`config.mk`:
```
export PLATFORM = sky130hd
export DESIGN_NAME = piso_scheduler
export DESIGN_NICKNAME = d
export VERILOG_FILES = /design/src/rtl/piso_scheduler.sv
export SDC_FILE = /design/constraint.sdc
export NUM_CORES = 1
export LEC_CHECK = 0
export CORE_ASPECT_RATIO = 1.75
export CORE_UTILIZATION = 25
export DETAILED_ROUTE_END_ITERATION = 8
export PLACE_DENSITY_LB_ADDON = 0.15
export SETUP_SLACK_MARGIN = 0.05
export SKIP_CTS_REPAIR_TIMING = 1
export SYNTH_ARGS = -nofsm -noshare
export SYNTH_HDL_FRONTEND = slang
export SYNTH_SLANG_ARGS = --single-unit
```
`constraint.sdc`:
```
create_clock -name clk -period 1.65 [get_ports clk]
set_input_delay 0.33 -clock clk [delete_from_list [all_inputs] [get_ports clk]]
set_output_delay 0.33 -clock clk [all_outputs]
set_load 0.005 [all_outputs]
```
`src/rtl/piso_scheduler.sv`:
```
// Two-requester round-robin front end feeding a parallel-in/serial-out shifter.
// Each accepted word is sent MSB first, one bit every DIV clocks, followed by a one-cycle done pulse.
module piso_scheduler #(
    parameter int WIDTH = 8,
    parameter int DIV   = 4
) (
    input  logic             clk,
    input  logic             rst,
    input  logic             req0_valid,
    input  logic [WIDTH-1:0] req0_data,
    output logic             req0_ready,
    input  logic             req1_valid,
    input  logic [WIDTH-1:0] req1_data,
    output logic             req1_ready,
    output logic             ser_out,
    output logic             ser_active,
    output logic             ser_bit_stb,
    output logic             frame_done,
    output logic             grant_id
);

    localparam int CNT_W = 8;
    localparam int BIT_W = (WIDTH > 1) ? $clog2(WIDTH) : 1;
    localparam logic [CNT_W-1:0] DIV_LAST = CNT_W'(DIV - 1);
    localparam logic [BIT_W-1:0] BIT_LAST = BIT_W'(WIDTH - 1);

    typedef enum logic [1:0] {
        IDLE  = 2'd0,
        SHIFT = 2'd1,
        DONE  = 2'd2
    } state_t;

    state_t           r_state;
    state_t           w_next_state;
    logic [WIDTH-1:0] r_shift;
    logic [CNT_W-1:0] r_div_cnt;
    logic [BIT_W-1:0] r_bit_cnt;
    logic             r_last_grant;
    logic             r_grant_id;

    logic w_grant;
    logic w_xfer;
    logic w_div_wrap;
    logic w_last_bit;

    // On a tie the requester that did not win last time goes next; a lone requester always wins.
    always_comb begin
        w_grant = req1_valid;
        if (req0_valid && req1_valid) begin
            w_grant = ~r_last_grant;
        end
    end

    assign req0_ready = !rst && (r_state == IDLE) && req0_valid && !w_grant;
    assign req1_ready = !rst && (r_state == IDLE) && req1_valid && w_grant;
    assign w_xfer     = req0_ready || req1_ready;
    assign w_div_wrap = (r_div_cnt == DIV_LAST);
    assign w_last_bit = (r_bit_cnt == BIT_LAST);

    always_ff @(posedge clk) begin
        if (rst) begin
            r_state <= IDLE;
        end else begin
            r_state <= w_next_state;
        end
    end

    always_comb begin
        w_next_state = r_state;
        case (r_state)
            IDLE: begin
                if (w_xfer) begin
                    w_next_state = SHIFT;
                end
            end
            SHIFT: begin
                if (w_div_wrap && w_last_bit) begin
                    w_next_state = DONE;
                end
            end
            DONE: begin
                w_next_state = IDLE;
            end
            default: begin
                w_next_state = IDLE;
            end
        endcase
    end

    // The shift register MSB is the live serial bit; it moves on every divider wrap.
    always_ff @(posedge clk) begin
        if (rst) begin
            r_shift      <= '0;
            r_div_cnt    <= '0;
            r_bit_cnt    <= '0;
            r_last_grant <= 1'b1;
            r_grant_id   <= 1'b0;
        end else begin
            case (r_state)
                IDLE: begin
                    if (w_xfer) begin
                        r_shift      <= w_grant ? req1_data : req0_data;
                        r_div_cnt    <= '0;
                        r_bit_cnt    <= '0;
                        r_last_grant <= w_grant;
                        r_grant_id   <= w_grant;
                    end
                end
                SHIFT: begin
                    if (w_div_wrap) begin
                        r_div_cnt <= '0;
                        r_shift   <= r_shift << 1;
                        r_bit_cnt <= r_bit_cnt + BIT_W'(1);
                    end else begin
                        r_div_cnt <= r_div_cnt + CNT_W'(1);
                    end
                end
                default: begin
                    r_div_cnt <= '0;
                    r_bit_cnt <= '0;
                end
            endcase
        end
    end

    assign ser_active  = (r_state == SHIFT);
    assign ser_out     = ser_active && r_shift[WIDTH-1];
    assign ser_bit_stb = ser_active && (r_div_cnt == '0);
    assign frame_done  = (r_state == DONE);
    assign grant_id    = r_grant_id;

endmodule

```
### Word level (Yosys, flattened, before mapping)

Cells that the tools add are included.

* multiplexer cells: 14
* reductions and logical operators: 19
* $add $sub $neg: 2
* equal/unequal tests: 7
* bitwise logic cells: 1

Operators with widths (count)
* $mux W8: 5
* $pmux W8 S2: 2
* $logic_and A1 B1 Y1: 9
* $add A8 B1 Y8 const B: 1
* $eq A8 B2 Y1 const B: 1
* $logic_not A8 Y1: 1
* $mux W3: 2
* $pmux W3 S2: 1
* $reduce_and A2 Y1: 3
* $mux W2: 2
* $ne A2 B1 Y1 const B: 2
* $pmux W2 S2: 1
* $add A3 B1 Y3 const B: 1
* $eq A3 B3 Y1 const B: 1
* $reduce_and A3 Y1: 1
* $eq A2 B1 Y1 const B: 1
* $eq A2 B2 Y1 const B: 1
* $logic_not A1 Y1: 2
* $logic_not A2 Y1: 1
* $ne A2 B2 Y1 const B: 1
* $reduce_bool A2 Y1: 1
* $logic_or A1 B1 Y1: 1
* $mux W1: 1
* $not A1 Y1: 1

* logic and storage cells: 49
* register bits after elaboration: 23
* output and inout port bits: 7

### Logic depth before layout (Yosys ltp)

Gate-level depths: netlist of the first run.

* word-level depth: 7
* gate-level depth with buffers: 7
* depth with buffers taken out: 5

### Worst setup path before layout of the first run

No wires, ideal clock.

* kind: flip-flop to flip-flop
* start: reg r_div_cnt[1]
* end: reg r_shift[1]
* stages on the path, launching flop included: 7
* period minus slack after synthesis: 1.737 ns
* arrival: 1.616 ns
* buffers on the path: 1
* slack: -0.087 ns
* library setup time: 0.121 ns
* cell sequence: dfxtp_1 -> ha_1 -> nor3b_1 -> nand2_1 -> a211o_1 -> buf_6 -> mux2_4

* longest elaborated chain between the ends: 3

RTL lines
* start: declaration: RTL line 36 `logic [CNT_W-1:0] r_div_cnt;`
* start signal: assignment: RTL line 115 `r_div_cnt <= r_div_cnt + CNT_W'(1);`
* $eq A8 B2 Y1: RTL line 57 `assign w_div_wrap = (r_div_cnt == DIV_LAST);`
* $ne A2 B1 Y1 (no line)
* $reduce_and A3 Y1 (no line)
* end signal: assignment: RTL line 102 `r_shift <= w_grant ? req1_data : req0_data;`
* end signal: assignment: RTL line 112 `r_shift <= r_shift << 1;`
* end: declaration: RTL line 35 `logic [WIDTH-1:0] r_shift;`

No other way between the ends.
A chain may end at the register's enable or synchronous reset.

### Worst setup path in the final report of the first run

* start: reg r_div_cnt[2]
* end: reg r_shift[5]

Same word-level chain as after synthesis.

==> run summary, run 1 <==
• **result of the run** finished, violations left
• **violated checks** design-rule violations, negative setup slack
• **peak-usage layer in the global routing report** met2
• **met1 track demand over resource in global routing** 0.129
• **Antenna Diode Count** 0
• **All-Layer GR Usage** 0.138
• **Tot Pwr** 1.29 mW
• **Seq cells post-synth** 23
• **slew at the pin with the worst max-slew slack** 0.372 ns
• **cell with the largest stage delay on the worst path** a211o_4
• **largest stage delay on the critical path** 0.42 ns
• **Inserted Clock Buffers** 3
• **GR Overflow Total** 0
• **total of endpoints with negative setup slack in the final report** 8
• **clock tree from TritonCTS** done
• **ANT nets after route** 0
• **logic depth of the worst path, buffers included** 5
• **maximum number of pins on one net before global-route repair** 18
• **final net count** 229
• **Routed WL** 3670 um
• **cell type with the highest aggregate area in the netlist** dfxtp_1
• **Post-Synthesis Cell Area** 1330 um^2
• **HPWL Detailed** 2900 um
• **kind of cell adding the most delay to the critical path** compound AO/OA/AOI/OAI gates
• **initial detailed-routing violation count** 15
• **most common cell after layout, fill and taps aside** buf_4
• **CP startpoint** r_div_cnt[2]
• **post-layout min period** 1.71 ns
• **Rel. slew slack** 0.749
• **number of global-route vias before repair** 1,337
• **Worst Setup Slack, final** -0.0563 ns
• **vias post-DR** 1,264
• **Placeable Area** 5020 um^2
• **detailed-router iteration count before antenna repair** 8
• **Post-synth top flop** dfxtp_1
• **post-synthesis net count** 169
• **maximum clock frequency** 586 MHz
• **clock net sink count** 23
• **Data required, critical path** 1.82 ns
• **worst r2r src** r_div_cnt[2]
• **met2 GRT Util** 0.290
• **post-synth top area share** 0.347
• **placement-stage worst setup slack** -0.559 ns
• **Vert. Die Dim** 98.4 um
• **clock edge transition at the registers on the reported setup and hold paths** 0.09 ns
• **kind of start point of the critical path** register
• **total of buffers placed on input and output ports** 26
• **clock latency reported for the late side of the worst-skew pair** 0.27 ns
• **area of the multi-input gates** 890 um^2
• **CTS Root Buffer Type** clkbuf_8
• **total of fill cells in the finished design** 521
• **start point of the worst min-delay path** r_bit_cnt[1]
• **clock tree buffer depth** 2
• **worst clock skew** 0.00715 ns
• **average cell area after synthesis** 9.22 um^2
• **via/cell ratio** 4.92
• **die boundary width** 57.1 um
• **weighted congestion at the end of routability-driven global placement** 0.684
• **Data arrival, critical path** 1.87 ns
• **number of enable-type register cells in the synthesized netlist** 0
• **Hold Violations, Final** 0
• **Std-Cell Rows** 34
• **initial antenna violation count** 0
• **P per Cell Area** 627 nW/um^2
• **setup slack of the most critical reg-to-reg path** -0.06 ns
• **Pins Over Slew Limit** 0
• **period utilisation layout** 1.03
• **leakage dissipation** 0.932 nW
• **Worst IR Drop VDD** 0.249 mV
• **crit end category** register
• **count of distinct cell types in the synthesized netlist** 39
• **async set-or-reset flop fraction in the synthesized netlist** 0
• **FF-to-FF End** r_shift[5]
• **Critical Path, Cell by Cell** nor4_4, buf_4, nand2_4, a211o_4, mux2_4
• **reg2reg path depth** 5
• **DRC violations left** 2
• **first-pass GRT wire length** 5970 um
• **count of warnings emitted by yosys** 0
• **unrepaired setup endpoints after global routing** yes
• **routed wire length per instance** 14.3 um
• **FF+latch area** 467 um^2
• **Worst Path Max Fanout** 8
• **number of buffer and inverter instances along the worst setup path** 1
• **area delta synth->final** 54.5%
• **boundary pin count** 27
• **worst setup path category** register to register
• **fraction of final layout cells sized beyond drive strength 1** 0.345
• **maximum capacitance violations** 0
• **Starting Density** 0.264
• **fraction of met3 tracks used by global routing** 0.0159
• **Die Outline Area** 5620 um^2
• **top library cells by usage in the layout, fill and taps aside** buf_4 (36), dfxtp_1 (18), clkdlybuf4s50_1 (17)
• **Area contributors post-synth** dfxtp_1 (35%), mux2_4 (7.9%), mux2i_1 (6.8%)
• **Seq/Total Area, Yosys** 0.347
• **Cells after Synth** 144
• **class of the tightest hold or removal check** register to register
• **H-tree depth** 1
• **end of the critical path** r_shift[5]
-- worst min-delay path, cell delays in order, from the launching register on --
cell	delay [ns]
dfxtp_1	0.32
o21ai_0	0.07
a21oi_1	0.06
-- worst min path at each step --
stage / slack, ns / cells past startpoint / end
floorplan: 0.45 / 2 / r_bit_cnt[1]
global placement: 0.46 / 2 / r_bit_cnt[2]
detailed placement: 0.48 / 2 / r_bit_cnt[1]
CTS: 0.49 / 2 / r_bit_cnt[1]
global route: 0.53 / 2 / r_bit_cnt[2]
finish: 0.49 / 2 / r_bit_cnt[1]
-- per-stage QoR --
step | hold WS (ns) | instance area, um^2 | util | std cells | TNS (ns)
final | 0.492 | 2050 | 0.409 | 257 | -0.429
after global routing | 0.533 | 2050 | 0.409 | 257 | -1.06
after CTS | 0.492 | 1910 | 0.380 | 253 | -4.56
after detailed placement | 0.479 | 1860 | 0.371 | 249 | -8.44
after global placement | 0.465 | 1860 | 0.371 | 249 | -7.96
after floorplan | 0.453 | 1340 | - | 144 | 0
-- kinds of logic after synthesis --
kind of cell | Yosys count | share of synthesized area
multiplexers | 16 | 0.147
XOR/XNOR | 7 | 0.0462
flip-flops | 23 | 0.347
adder cells (fa/ha/maj) | 5 | 0.0471
AND/OR/NAND/NOR | 45 | 0.200
AO/OA/AOI/OAI | 34 | 0.160
buffers and inverters | 14 | 0.0528
-- sequential cells by signal, indices dropped and copies added, names as in the netlist --
name / flops
r_state: 2
r_shift: 8
r_bit_cnt: 3
r_div_cnt: 8
r_last_grant: 1
grant_id: 1
-- routing by layer --
layer  share of wire  wire, um
met5               0         0
met4           0.016        57
met3           0.024        88
met2            0.60      2190
met1            0.36      1340
-- where the power goes --
part / total (mW) / internal, mW / switching, mW
Combinational: 0.318 / 0.187 / 0.131
Sequential: 0.601 / 0.584 / 0.0170
Clock: 0.367 / 0.173 / 0.195
-- Yosys cell counts, types with 2 or more instances --
cell and instances:
dfxtp_1 23, a21oi_1 13, nor2_1 11, o21ai_0 10, mux2i_1 9, mux2_4 7
xnor2_1 7, nor2b_1 6, ha_1 5, inv_1 5, clkbuf_1 4, nand2_1 4
nand3_1 4, and2b_1 3, nand4b_1 3, a211oi_1 2, a21boi_0 2, and2_1 2
buf_2 2, buf_6 2, nor3_1 2
-- layout make-up --
class,instances,area share
clock buffers,4,0.0220
inverters,6,0.0122
multi-input cells,107,0.434
flip-flops and latches,23,0.228
well taps,54,0.0329
repair buffers,63,0.272
Note: power is estimated with default switching activity, not from simulation.
==> inputs of run 2 (changes only) <==
- CELL_PAD_IN_SITES_DETAIL_PLACEMENT: not set -> 0
- CELL_PAD_IN_SITES_GLOBAL_PLACEMENT: not set -> 2
==> run summary, run 2 (synthesis gave the netlist of run 1 again) <==
• **number of buffer and inverter instances along the worst setup path** 3
• **via/cell ratio** 4.86
• **fraction of final layout cells sized beyond drive strength 1** 0.332
• **maximum capacitance violations** 0
• **Placeable Area** 5020 um^2
• **final-layout setup total negative slack** -0.798 ns
• **violated checks** negative setup slack
• **area delta synth->final** 51.9%
• **leakage dissipation** 0.886 nW
• **Pins Over Slew Limit** 0
• **Starting Density** 0.264
• **Inserted Clock Buffers** 3
• **ANT nets after route** 0
• **clock net sink count** 23
• **placement-stage worst setup slack** -0.615 ns
• **class of the tightest hold or removal check** register to register
• **crit end category** register
• **GR Overflow Total** 0
• **worst clock skew** 0.00863 ns
• **Worst Setup Slack, final** -0.0999 ns
• **H-tree depth** 1
• **total of endpoints with negative setup slack in the final report** 10
• **Die Outline Area** 5620 um^2
• **Worst Path Max Fanout** 8
• **Hold Violations, Final** 0
• **Routed WL** 3530 um
• **first-pass GRT wire length** 5890 um
• **Regs by FF count** r_div_cnt (8), r_shift (8), r_bit_cnt (3)
• **worst setup path category** register to register
• **slew at the pin with the worst max-slew slack** 0.300 ns
• **top library cells by usage in the layout, fill and taps aside** buf_4 (31), dfxtp_1 (18), clkdlybuf4s50_1 (18)
• **CTS Root Buffer Type** clkbuf_8
• **result of the run** finished, violations left
• **Rel. slew slack** 0.798
• **detailed-router iteration count before antenna repair** 4
• **DRC violations left** 0
• **clock latency reported for the late side of the worst-skew pair** 0.27 ns
• **weighted congestion at the end of routability-driven global placement** 0.801
• **kind of cell adding the most delay to the critical path** buffers and inverters
• **Data required, critical path** 1.81 ns
• **Std-Cell Rows** 34
• **maximum number of pins on one net before global-route repair** 18
• **HPWL Detailed** 2750 um
• **Antenna Diode Count** 0
• **maximum clock frequency** 571 MHz
• **kind of start point of the critical path** register
• **P per Cell Area** 632 nW/um^2
• **Data arrival, critical path** 1.91 ns
• **unrepaired setup endpoints after global routing** yes
• **final net count** 225
• **largest stage delay on the critical path** 0.33 ns
• **clock tree buffer depth** 2
• **All-Layer GR Usage** 0.136
• **post-layout min period** 1.75 ns
• **number of global-route vias before repair** 1,298
• **Worst IR Drop VDD** 0.250 mV
• **clock tree from TritonCTS** done
• **period utilisation layout** 1.06
• **Vert. Die Dim** 98.4 um
• **total of buffers placed on input and output ports** 26
• **die boundary width** 57.1 um
• **boundary pin count** 27
• **Critical Path, Cell by Cell** nor4_2, buf_4, buf_6, nand2_4, a211o_1, buf_12, mux2_4
• **initial antenna violation count** 0
• **most common cell after layout, fill and taps aside** buf_4
• **vias post-DR** 1,229
• **initial detailed-routing violation count** 23
• **cell with the largest stage delay on the worst path** dfxtp_2
• **routed wire length per instance** 14.0 um
• **clock edge transition at the registers on the reported setup and hold paths** 0.09 ns
run 2: worst paths after layout:
check,cells past startpoint,startpoint,end,slack (ns)
worst max-delay path,7,r_div_cnt[2],r_shift[1],-0.1
worst max register to register,7,r_div_cnt[2],r_shift[1],-0.1
worst min register to register,2,r_bit_cnt[1],r_bit_cnt[1],0.48
worst min-delay path,2,r_bit_cnt[1],r_bit_cnt[1],0.48
run 2: layout make-up:
type	count	area (um^2)
Clock buffer	3	41.3
Clock inverter	1	5.00
Fill cell	518	3000
Inverter	6	22.5
Multi-Input combinational cell	107	882
Sequential cell	23	469
Tap cell	54	67.6
Timing Repair Buffer	59	529
run 2: stage by stage:
step | instances | hold slack (ns) | area, um^2 | power, mW | utilization
after floorplan | 144 | 0.453 | 1340 | 0.766 | -
final | 253 | 0.484 | 2020 | 1.27 | 0.402
after global routing | 253 | 0.526 | 2020 | 1.36 | 0.402
after global placement | 245 | 0.468 | 1850 | 0.908 | 0.368
after CTS | 249 | 0.491 | 1890 | 1.29 | 0.377
after detailed placement | 245 | 0.473 | 1850 | 0.915 | 0.368
run 2: where the power goes:
| part | switching, mW | total (mW) | internal (mW) |
|---|---|---|---|
| registers | 0.0174 | 0.601 | 0.583 |
| logic | 0.128 | 0.315 | 0.186 |
| clock network | 0.190 | 0.359 | 0.169 |
| total | 0.335 | 1.27 | 0.938 |
run 2: routing by layer:
metal / vias to the layer above / track usage / routed length, um
li1: 622 / - / -
met4: 0 / 0.0619 / 56
met3: 5 / 0.0199 / 89
met2: 21 / 0.271 / 2090
met5: - / 0 / 0
met1: 581 / 0.131 / 1300
run 2: tightest hold or removal path, delay by kind of cell, from the launching register on:
kind,cells,cell delay (ns)
flops,1,0.32
compound gates,2,0.12
==> inputs of run 3 (changes only) <==
- ABC_CLOCK_PERIOD_IN_PS: not set -> 1650
- CTS_BUF_LIST: not set -> sky130_fd_sc_hd__clkbuf_8
==> results of run 3 <==
No change in the layout: final DEF, timing and power equal those of run 2.
